### src/rtl/knap_pkg.sv
// knap_pkg: shared state type, dimension encoding and width helper
// for the exhaustive knapsack search engine.
package knap_pkg;

  typedef enum logic [1:0] {
    S_IDLE,
    S_RUN,
    S_FINISH
  } state_t;

  localparam int DIM_VALUE = 0;
  localparam int DIM_FIRST = 1;

  function automatic int acc_w(input int w, input int n);
    return w + $clog2(n + 1);
  endfunction

endpackage

### src/rtl/knap_if.sv
// knap_if: config/limit write port, start and result bundle.
// feas_count exists only when KNAP_FEAS_COUNT_EN is defined.
interface knap_if #(
  parameter int N_ITEMS = 5,
  parameter int N_DIMS  = 2,
  parameter int W       = 7
) ();
  import knap_pkg::*;

  localparam int IW    = $clog2(N_ITEMS);
  localparam int DW    = $clog2(N_DIMS + 1);
  localparam int ACC_W = acc_w(W, N_ITEMS);

  logic               cfg_we;
  logic [IW-1:0]      cfg_item;
  logic [DW-1:0]      cfg_dim;
  logic [W-1:0]       cfg_data;
  logic               lim_we;
  logic [DW-1:0]      lim_dim;
  logic [ACC_W-1:0]   lim_data;
  logic               start;
  logic               busy;
  logic               done;
  logic               found;
  logic [N_ITEMS-1:0] best_mask;
  logic [ACC_W-1:0]   best_value;
`ifdef KNAP_FEAS_COUNT_EN
  logic [N_ITEMS:0]   feas_count;

  modport master (
    output cfg_we, cfg_item, cfg_dim, cfg_data,
    output lim_we, lim_dim, lim_data, start,
    input  busy, done, found, best_mask, best_value,
    input  feas_count
  );
  modport slave (
    input  cfg_we, cfg_item, cfg_dim, cfg_data,
    input  lim_we, lim_dim, lim_data, start,
    output busy, done, found, best_mask, best_value,
    output feas_count
  );
`else
  modport master (
    output cfg_we, cfg_item, cfg_dim, cfg_data,
    output lim_we, lim_dim, lim_data, start,
    input  busy, done, found, best_mask, best_value
  );
  modport slave (
    input  cfg_we, cfg_item, cfg_dim, cfg_data,
    input  lim_we, lim_dim, lim_data, start,
    output busy, done, found, best_mask, best_value
  );
`endif
endinterface

### src/rtl/knap_gray_step.sv
// knap_gray_step: step counter walking the Gray sequence; reports
// which item flips next, its direction, and the final step.
module knap_gray_step
  import knap_pkg::*;
#(
  parameter int N_ITEMS = 5,
  parameter int IW      = $clog2(N_ITEMS)
) (
  input  logic               clk,
  input  logic               rst_n,
  input  logic               i_clear,
  input  logic               i_step,
  output logic [IW-1:0]      o_flip_idx,
  output logic               o_flip_add,
  output logic               o_last_step,
  output logic [N_ITEMS-1:0] o_mask
);

  logic [N_ITEMS-1:0] r_k;
  logic [N_ITEMS-1:0] w_gray;
  logic [IW-1:0]      w_idx;

  always_ff @(posedge clk or negedge rst_n) begin
    if (!rst_n)       r_k <= '0;
    else if (i_clear) r_k <= '0;
    else if (i_step)  r_k <= r_k + N_ITEMS'(1);
  end

  // ctz(k+1) is the lowest zero bit of k
  always_comb begin
    w_gray = r_k ^ (r_k >> 1);
    w_idx  = '0;
    for (int i = N_ITEMS - 1; i >= 0; i--)
      if (!r_k[i]) w_idx = IW'(i);
  end

  assign o_flip_idx  = w_idx;
  assign o_flip_add  = ~w_gray[w_idx];
  assign o_last_step = &r_k;
  assign o_mask      = w_gray;

endmodule

### src/rtl/knap_search.sv
// knap_search: exhaustive multi-constraint 0/1 knapsack search, one
// Gray-order subset per cycle. Optional KNAP_FEAS_COUNT_EN counter.
module knap_search
  import knap_pkg::*;
#(
  parameter int N_ITEMS = 5,
  parameter int N_DIMS  = 2,
  parameter int W       = 7
) (
  input logic   clk,
  input logic   rst_n,
  knap_if.slave bus
);

  localparam int IW    = $clog2(N_ITEMS);
  localparam int ACC_W = acc_w(W, N_ITEMS);

  state_t             r_state;
  logic               r_busy;
  logic               r_done;
  logic               r_found;
  logic [N_ITEMS-1:0] r_best_mask;
  logic [ACC_W-1:0]   r_best_value;
  logic [W-1:0]       r_tab [N_ITEMS][N_DIMS+1];
  logic [ACC_W-1:0]   r_lim [N_DIMS+1];
  logic [ACC_W-1:0]   r_acc [N_DIMS+1];
`ifdef KNAP_FEAS_COUNT_EN
  localparam logic [N_ITEMS:0] FC_MAX = {1'b1, {N_ITEMS{1'b0}}};
  logic [N_ITEMS:0]   r_feas_count;
`endif

  logic [IW-1:0]      w_flip_idx;
  logic               w_flip_add;
  logic               w_last;
  logic [N_ITEMS-1:0] w_mask;
  logic               w_accept;
  logic               w_run;
  logic               w_feas;
  logic               w_better;

  assign w_accept = (r_state == S_IDLE) && bus.start;
  assign w_run    = (r_state == S_RUN);

  knap_gray_step #(.N_ITEMS(N_ITEMS)) u_step (
    .clk        (clk),
    .rst_n      (rst_n),
    .i_clear    (w_accept),
    .i_step     (w_run),
    .o_flip_idx (w_flip_idx),
    .o_flip_add (w_flip_add),
    .o_last_step(w_last),
    .o_mask     (w_mask)
  );

  always_ff @(posedge clk or negedge rst_n) begin
    if (!rst_n) begin
      for (int i = 0; i < N_ITEMS; i++)
        for (int d = 0; d <= N_DIMS; d++)
          r_tab[i][d] <= '0;
      for (int d = 0; d <= N_DIMS; d++)
        r_lim[d] <= '0;
    end else if (!r_busy) begin
      if (bus.cfg_we && int'(bus.cfg_item) < N_ITEMS &&
          int'(bus.cfg_dim) <= N_DIMS)
        r_tab[bus.cfg_item][bus.cfg_dim] <= bus.cfg_data;
      if (bus.lim_we && int'(bus.lim_dim) <= N_DIMS)
        r_lim[bus.lim_dim] <= bus.lim_data;
    end
  end

  always_comb begin
    w_feas = (r_acc[DIM_VALUE] >= r_lim[DIM_VALUE]);
    for (int d = DIM_FIRST; d <= N_DIMS; d++)
      if (r_acc[d] > r_lim[d]) w_feas = 1'b0;
  end

  assign w_better = w_feas &&
    (!r_found || r_acc[DIM_VALUE] > r_best_value);

  always_ff @(posedge clk or negedge rst_n) begin
    if (!rst_n) begin
      r_state      <= S_IDLE;
      r_busy       <= 1'b0;
      r_done       <= 1'b0;
      r_found      <= 1'b0;
      r_best_mask  <= '0;
      r_best_value <= '0;
      for (int d = 0; d <= N_DIMS; d++)
        r_acc[d] <= '0;
`ifdef KNAP_FEAS_COUNT_EN
      r_feas_count <= '0;
`endif
    end else begin
      r_done <= 1'b0;
      unique case (r_state)
        S_IDLE: if (bus.start) begin
          r_state      <= S_RUN;
          r_busy       <= 1'b1;
          r_found      <= 1'b0;
          r_best_mask  <= '0;
          r_best_value <= '0;
          for (int d = 0; d <= N_DIMS; d++)
            r_acc[d] <= '0;
`ifdef KNAP_FEAS_COUNT_EN
          r_feas_count <= '0;
`endif
        end
        S_RUN: begin
          if (w_better) begin
            r_found      <= 1'b1;
            r_best_mask  <= w_mask;
            r_best_value <= r_acc[DIM_VALUE];
          end
`ifdef KNAP_FEAS_COUNT_EN
          if (w_feas && r_feas_count != FC_MAX)
            r_feas_count <= r_feas_count + 1'b1;
`endif
          if (w_last) begin
            r_state <= S_FINISH;
            r_done  <= 1'b1;
          end else begin
            for (int d = 0; d <= N_DIMS; d++)
              if (w_flip_add)
                r_acc[d] <= r_acc[d] + ACC_W'(r_tab[w_flip_idx][d]);
              else
                r_acc[d] <= r_acc[d] - ACC_W'(r_tab[w_flip_idx][d]);
          end
        end
        S_FINISH: begin
          r_state <= S_IDLE;
          r_busy  <= 1'b0;
        end
        default: r_state <= S_IDLE;
      endcase
    end
  end

  assign bus.busy       = r_busy;
  assign bus.done       = r_done;
  assign bus.found      = r_found;
  assign bus.best_mask  = r_best_mask;
  assign bus.best_value = r_best_value;
`ifdef KNAP_FEAS_COUNT_EN
  assign bus.feas_count = r_feas_count;
`endif

endmodule

### src/flat_wrapper.sv
// flat-port wrapper written by rule: the top's interface ports become plain ports
module knap_search_flat import knap_pkg::*;
#(
  parameter int N_ITEMS = 5,
  parameter int N_DIMS  = 2,
  parameter int W       = 7
)
  (clk, rst_n, bus_cfg_we, bus_cfg_item, bus_cfg_dim, bus_cfg_data, bus_lim_we, bus_lim_dim, bus_lim_data, bus_start, bus_busy, bus_done, bus_found, bus_best_mask, bus_best_value);
  knap_if #(.N_ITEMS(N_ITEMS), .N_DIMS(N_DIMS), .W(W)) bus_i ();
  input logic clk;
  input logic rst_n;
  input wire logic [$bits(bus_i.cfg_we)-1:0] bus_cfg_we;
  input wire logic [$bits(bus_i.cfg_item)-1:0] bus_cfg_item;
  input wire logic [$bits(bus_i.cfg_dim)-1:0] bus_cfg_dim;
  input wire logic [$bits(bus_i.cfg_data)-1:0] bus_cfg_data;
  input wire logic [$bits(bus_i.lim_we)-1:0] bus_lim_we;
  input wire logic [$bits(bus_i.lim_dim)-1:0] bus_lim_dim;
  input wire logic [$bits(bus_i.lim_data)-1:0] bus_lim_data;
  input wire logic [$bits(bus_i.start)-1:0] bus_start;
  output wire logic [$bits(bus_i.busy)-1:0] bus_busy;
  output wire logic [$bits(bus_i.done)-1:0] bus_done;
  output wire logic [$bits(bus_i.found)-1:0] bus_found;
  output wire logic [$bits(bus_i.best_mask)-1:0] bus_best_mask;
  output wire logic [$bits(bus_i.best_value)-1:0] bus_best_value;
  assign bus_i.cfg_we = bus_cfg_we;
  assign bus_i.cfg_item = bus_cfg_item;
  assign bus_i.cfg_dim = bus_cfg_dim;
  assign bus_i.cfg_data = bus_cfg_data;
  assign bus_i.lim_we = bus_lim_we;
  assign bus_i.lim_dim = bus_lim_dim;
  assign bus_i.lim_data = bus_lim_data;
  assign bus_i.start = bus_start;
  assign bus_busy = bus_i.busy;
  assign bus_done = bus_i.done;
  assign bus_found = bus_i.found;
  assign bus_best_mask = bus_i.best_mask;
  assign bus_best_value = bus_i.best_value;
  knap_search #(.N_ITEMS(N_ITEMS), .N_DIMS(N_DIMS), .W(W)) u_core (.clk(clk), .rst_n(rst_n), .bus(bus_i));
endmodule
### config.mk
export PLATFORM = sky130hd
export DESIGN_NAME = knap_search_flat
export DESIGN_NICKNAME = d
export VERILOG_FILES = /design/src/rtl/knap_pkg.sv /design/src/rtl/knap_if.sv /design/src/rtl/knap_gray_step.sv /design/src/rtl/knap_search.sv /design/src/flat_wrapper.sv
export SDC_FILE = /design/constraint.sdc
export NUM_CORES = 1
export LEC_CHECK = 0
export CORE_ASPECT_RATIO = 1.1
export CORE_MARGIN = 4
export CORE_UTILIZATION = 40
export DETAILED_ROUTE_END_ITERATION = 6
export PLACE_DENSITY = 0.56
export SLEW_MARGIN = 20
export SYNTH_ARGS = -nofsm -noshare
export SYNTH_HDL_FRONTEND = slang
export SYNTH_HIERARCHICAL = 1
export SYNTH_SLANG_ARGS = --single-unit
### constraint.sdc
create_clock -name clk -period 8.95 [get_ports clk]
set_input_delay 2.685 -clock clk [delete_from_list [all_inputs] [get_ports clk]]
set_output_delay 2.685 -clock clk [all_outputs]
set_load 0.01 [all_outputs]
==> qor.yml <==
status: "complete, no violations"
holdWs_ps: 460
pwr-share-clk_pct: 18.0
power_leakage_nw: 5.95
drc: 0
cts_max_path_buffers: 2
crit_chain: "ha_1, inv_1, a21oi_4, buf_4, nor2b_1, a21oi_1, o21ai_0, nand2_1, ha_1, nor2_1, a21oi_1, fa_1, a21o_1, a21oi_1, o21bai_1, a21oi_1, o21bai_1, a21oi_1, xnor2_1, a22o_1"
grt_pass1_vias: 7454
cp.required_ps: 9270
layout.nets: 1142
hold_class: "reg2reg"
path_class: "reg2reg"
tightestPinTransition_ps: 1030
fin_ws_ps: 3750
synth.area.top_cells: "dfrtp_1 44%, mux2_2 13%, ha_1 9.1%"
slowest_stage: "nor2b_1"
skew_ps: 12.5
drt_pass1_iterations: 4
worstSetupStartpointType: "flip-flop"
period_needed_ps: 5200
cts.clk_slew.worst_paths_ps: 80
synth_top_family_by_area: "multiplexers"
hold_viol_final: 0
grt_max_degree: 81
cts_tree: "built"
finalMaxSlewViolations: 0
gp_congestion: 0.785
async_reset_ff_share_pct: 100
fin_setup_tns_ps: 0
synth_edf_count: 0
critPathMostFrequentCell: "a21oi_1"
rsz0062_at_grt: "false"
cts_root_buf: "clkbuf_16"
vdd_ir_drop_max_mv: 0.153
synth_nets: 1112
synthMostInstantiatedCell: "dfrtp_1"
core-area_um2: 26400
yosysWarnings: 6
p_sw_w: 0.00175
max_freq_mhz: 192
p_int_w: 0.00254
worst_ep_arrival_time_ps: 5520
synth_xor_xnor_area_share_pct: 3.40
final.period_utilization_pct: 58.2
antenna_found_initial: 1
ctsHoldBuffers: 0
finalSetupViolCount: 0
ys_seq_area_share_pct: 44.0
end_kind: "flip-flop"
ios: 47
drv_cap: 0
num_rows: 62
yosys.area_share.simple_pct: 8.30
power_frac_comb_pct: 52.6
clk_latency_ps: 430
cts_resized: 0
yosys-mux-area-fraction_pct: 17.0
seqPwrFrac_pct: 29.3
syn_area_um2: 10800
post_cts_buffers: 0
yosysTopAreaCell: "dfrtp_1"
yosys.area_share.adder_pct: 9.70
vias: 7360
grt-ovfl-total: 0
final_layout_size_suffix_gt1_share_pct: 17.6
viasPerCell: 5.27
synth_top_area_share_pct: 44.0
netlist_instances: 1001
grt_pass1_wl_um: 40800
chipWidth_um: 165
swShare_pct: 40.8
yosys.cell_types.count: 67
numCtsBuffers: 17
drt-wirelength-per-cell_um: 17.5
powerDensity_nw_per_um2: 351
drtIter0Drc: 446
io_buffers: 46
yosys-top-cells-count: "190 x dfrtp_1, 120 x mux2_2, 84 x nand2_1"
start_util_pct: 41.0
cp_max_fo: 48
max_stage_delay_ps: 900
routed_wl_um: 24400
die-area_um2: 29700
dp.final_hpwl_um: 17400
globalRouteTotalUtil_pct: 17.1
drtAntennaViolNets: 0
synth_compound_area_share_pct: 13.0
fp.dieH_um: 180
cts_max_level: 4
dp_worst_setup_slack_ps: 3710
diodes: 0
synth.avg_cell_area_um2: 10.8
relSlewSlack_pct: 30.9
syn_to_final_growth_pct: 13.1
ys_ff_latch: 190
synth_flop_cell: "dfrtp_1"
final_core_util_pct: 46.3
clock_sinks: 190
placed cells by master (no fill, tap or decap), types with 7 or more instances in the layout:
cell type	count
nand3_1	11
nor2_1	48
buf_4	11
xnor2_1	32
nand2_1	84
clkdlybuf4s50_1	45
nor3_1	7
a31oi_1	11
dfrtp_1	190
and3_1	8
o21bai_1	8
inv_1	68
mux2_2	120
a21o_1	23
a211oi_1	8
ha_1	79
clkbuf_16	17
mux2i_1	37
o21ai_0	57
a22o_1	19
a21oi_1	43
xor2_1	10
kinds of logic (layout without fill, tap and decap cells):
| kind of cell | after synthesis | in the layout |
|---|---|---|
| AOI/OAI and AO/OA | 213 | 213 |
| xor gates and xnor gates | 42 | 42 |
| adders and majority gates | 82 | 82 |
| buffers and inverters | 116 | 159 |
| DFF | 190 | 190 |
| muxes | 163 | 163 |
| and+or+nand+nor | 195 | 195 |
layout make-up:
type                       instances  area [um^2]
tap                              352          440
fill                            2483        14200
clock inverter                    15          191
timing repair buffer              57          547
sequential                       190         4750
multi-input combinational        695         5600
clock buffer                      17          425
inverter                          70          263
registers in the layout (all words and copies together), names as in the netlist:
register               cells
u_core/r_lim              30
u_core/bus.busy            1
u_core/bus.best_value     10
u_core/r_state             2
u_core/r_tab             105
u_core/bus.found           1
u_core/r_acc              30
u_core/bus.done            1
u_core/u_step/r_k          5
u_core/bus.best_mask       5
routing by layer:
metal | up-vias | global-route usage, % | part of all wire [%] | wire [um]
met5 | - | 0 | 0 | 0
met1 | 3636 | 25.6 | 50 | 12300
met2 | 78 | 26.8 | 46 | 11300
li1 | 3633 | - | - | -
met4 | 0 | 3.53 | 0.72 | 176
met3 | 13 | 2.33 | 2.7 | 650
power by group through the flow:
stage	Combinational, W	Sequential [W]	Clock, W
after floorplan	0.00181	0.00123	0
after global placement	0.00224	0.00127	0
after detailed placement	0.00227	0.00128	0
after CTS	0.00229	0.00126	0.000794
after global routing	0.00259	0.00129	0.000836
final	0.00226	0.00126	0.000773
worst max-delay path, delay by kind of cell, from the launching register on:
kind            cells  cell delay, ps
fa+ha+maj           3            1030
simple gates        3            1150
buf+inv             2             630
flops               1             500
xor+xnor            1              80
compound gates     11            1670
metrics by stage:
stage	power, W	std cells	instance area, um^2
after floorplan	0.00304	1001	10800
after global placement	0.00351	1364	11600
after detailed placement	0.00355	1364	11600
after CTS	0.00434	1396	12200
after global routing	0.00471	1396	12200
final	0.00429	1396	12200
final timing paths:
kind	start	end	slack [ps]	depth (start not counted)
max in group asynchronous	rst_n	u_core/bus.done$_DFF_PN0_	5480	2
min in group asynchronous	rst_n	u_core/r_lim[15]$_DFFE_PN0P_	2260	1
min	u_core/r_state[1]$_DFFE_PN0P_	u_core/bus.busy$_DFFE_PN0P_	460	1
max reg2reg	u_core/u_step/r_k[2]$_DFFE_PN0P_	u_core/r_acc[8]$_DFFE_PN0P_	3750	20
min reg2reg	u_core/r_state[1]$_DFFE_PN0P_	u_core/bus.busy$_DFFE_PN0P_	460	1
max	u_core/u_step/r_k[2]$_DFFE_PN0P_	u_core/r_acc[8]$_DFFE_PN0P_	3750	20
No activity file was read; power rests on OpenSTA's default activity.
==> edit (same settings) <==
Encoding of `state_t`: now one-hot (3 bits for 3 states).
--- a/src/rtl/knap_pkg.sv
+++ b/src/rtl/knap_pkg.sv
@@ -3,8 +3,8 @@
 package knap_pkg;
 
-  typedef enum logic [1:0] {
-    S_IDLE,
-    S_RUN,
-    S_FINISH
+  typedef enum logic [2:0] {
+    S_IDLE   = 3'b001,
+    S_RUN    = 3'b010,
+    S_FINISH = 3'b100
   } state_t;
 
Function: no difference found for any inputs over 4 cycles, from zero or initial values and one cycle with rst_n low; so few cycles prove little.
==> edit against the original RTL <==
Routed wire length is 0.96% lower. Cell count is 2.5% higher. Final area is 1.2% higher. Die area is 1.3% higher. Setup slack better by 480 ps. Hold slack better by 48 ps. Largest cell class unchanged. Synthesized area is 1.4% higher. Highest routed layer unchanged. Count of clock-buffer cells in the layout stayed put. Critical path depth is 1 lower. Non-clock buffer count stayed put. Sequential cell count is 1 higher.
Power is not compared: it rests on default switching activity, and its combinational part moved more than twofold at a synthesized area within 25%.
==> edit: results (changes against the original RTL) <==
Route
  • Detailed Routing Iterations Pass 1: 5 (was 4)
  • Number of remaining DRC errors: 0 (unchanged)
  • Starting DRT DRC Count: 442 (was 446)
  • Vias per std cell: 5.214 (was 5.272)
  • Routed length per instance: 16.92 um (was 17.51 um)

Global route
  • GRT Overall Usage: 0.1653 (was 0.1714)
  • Largest net degree at the start of global routing: 119 (was 81)
  • Initial antenna violation count: 0 (was 1)
  • Vias in the first global route: 7,519 (was 7,454)
  • First-pass GRT wire length: 40,630 um (was 40,790 um)

Clocking
  • Post-CTS sizing: 0 (unchanged)
  • Clock buffer depth: 2 (unchanged)
  • Worst-skew pair later-pin latency: 450 ps (was 430 ps)
  • Post-CTS Setup Bufs: 0 (unchanged)
  • Clock Tree Root: clkbuf_16 (unchanged)
  • CTS clk-pin slew, worst paths: 80 ps (about the same)
  • Total CTS buffers: 17 (unchanged)

Layout
  • Layout Cells excl Fill: 1,431 (was 1,396)
  • Layout net count: 1,172 (was 1,142)
  • Share of layout cells above drive strength 1: 0.1611 (was 0.1762)
  • Antenna cells: 0 (unchanged)

Synthesis
  • Post-Synthesis Cells: 1,033 (was 1,001)
  • Top cells by area, synth: dfrtp_1, mux2_2, ha_1, mux2i_1, o21ai_0 (was dfrtp_1, mux2_2, ha_1, mux2i_1, nand2_1)
  • Post-synthesis sequential area ratio: 0.4363 (was 0.4400)
  • YS warnings: 6 (unchanged)
  • Most frequent cells after synthesis: dfrtp_1, mux2_2, nand2_1 (unchanged)
  • Distinct cells, synth: 64 (was 67)
  • FFs w/ async S/R, synth: 1.000 (unchanged)
  • Syn Nets: 1,144 (was 1,112)

STA
  • Final Skew: 18.14 ps (was 12.55 ps)
  • Slew Limit Headroom: 0.3571 (was 0.3094)
  • FMAX: 0.2117 GHz (was 0.1921 GHz)

Setup path
  • Worst-path fanout max: 30 (was 48)
  • Critical path capture point: u_core/r_acc[18]$_DFFE_PN0P_ (was u_core/r_acc[8]$_DFFE_PN0P_)
  • Crit path DAT: 5050 ps (was 5520 ps)
  • R2R cell count: 19 (was 20)
  • R2R Setup Slk: 4230 ps (was 3750 ps)
  • Critical path origin: u_core/u_step/r_k[2]$_DFFE_PN0P_ (unchanged)

Placement
  • Pre-CTS setup slack: 4048 ps (was 3712 ps)
  • Placer Congestion: 0.7802 (was 0.7848)
  • Port bufs: 46 (unchanged)
  • Post-DP HPWL: 17,200 um (was 17,440 um)

Power
  • Leakage power: 0.005965 uW
  • Worst vdd ir: 0.0001213 V

Run status
  • Status: finished, final reports clean (unchanged)

Worst hold path
  • Hold crit path type: reg -> reg (unchanged)
==> edit: cell count changes after synthesis, sizes merged, moves of 6 or more <==
cell	before	now
a2bb2oi	6	0
inv	69	75
mux2	122	112
o21ai	58	75
a21oi	44	50
mux2i	37	57
nor3	7	15
a21o	23	14
==> edit: where the power goes <==
part	internal [uW]	total [uW]	switching [uW]
sequential	907	961	54.0
combinational	283	696	414
clock	387	792	405
total	1580	2450	873
==> edit: per-layer routing <==
metal	track usage	up-vias	routed length, um
met4	0.04323	0	257
met1	0.2386	3649	12300
met3	0.02330	17	524
met2	0.2626	81	11130
li1	-	3714	-
met5	0	-	0
==> edit: stage by stage <==
stage	utilization	area (um2)	power, uW
5_1_grt	0.4589	12370	2603
3_5_place_dp	0.4356	11740	1681
6_report	0.4589	12370	2449
2_1_floorplan	-	10960	1500
3_3_place_gp	0.4356	11740	1669
4_1_cts	0.4589	12370	2484
==> edit: logic make-up after synthesis <==
group / after synthesis / share of synthesized area
buf+inv: 123 / 0.04750
flops: 191 / 0.4363
fa+ha+maj: 82 / 0.09570
compound gates: 223 / 0.1321
simple gates: 205 / 0.08816
xor+xnor: 40 / 0.03266
mux: 169 / 0.1675
==> edit: worst min-delay path by stage <==
stage / start / endpoint / slack (ps) / cells after the start
2_1_floorplan: u_core/r_state[1]$_DFFE_PN0P_ / u_core/bus.busy$_DFFE_PN0P_ / 460 / 2
3_3_place_gp: u_core/r_tab[67]$_DFFE_PN0P_ / u_core/r_tab[67]$_DFFE_PN0P_ / 480 / 1
3_5_place_dp: u_core/r_tab[67]$_DFFE_PN0P_ / u_core/r_tab[67]$_DFFE_PN0P_ / 490 / 1
4_1_cts: u_core/r_tab[19]$_DFFE_PN0P_ / u_core/r_tab[19]$_DFFE_PN0P_ / 510 / 1
5_1_grt: u_core/r_tab[11]$_DFFE_PN0P_ / u_core/r_tab[11]$_DFFE_PN0P_ / 520 / 1
6_report: u_core/r_tab[102]$_DFFE_PN0P_ / u_core/r_tab[102]$_DFFE_PN0P_ / 510 / 1
==> edit: critical path, cell delays in order (launching register included) <==
cell and delay (ps):
dfrtp_1 510, ha_1 270, inv_1 110, a21oi_4 500, buf_4 490, mux2i_1 280, nor2_1 60, a21oi_1 190
ha_1 260, inv_1 50, mux2i_1 110, fa_1 450, a21o_1 190, a21oi_1 210, nor2b_1 70, o21a_1 180
o311a_1 290, nor2_1 130, xnor2_1 80, a22o_1 170
==> edit: area by class of cell <==
class / count / area (um2)
Fill cell: 2579 / 14590
Multi-Input combinational cell: 719 / 5688
Sequential cell: 191 / 4781
Timing Repair Buffer: 57 / 546.8
Tap cell: 357 / 446.7
Clock buffer: 17 / 425.4
Inverter: 75 / 281.5
Clock inverter: 15 / 201.4
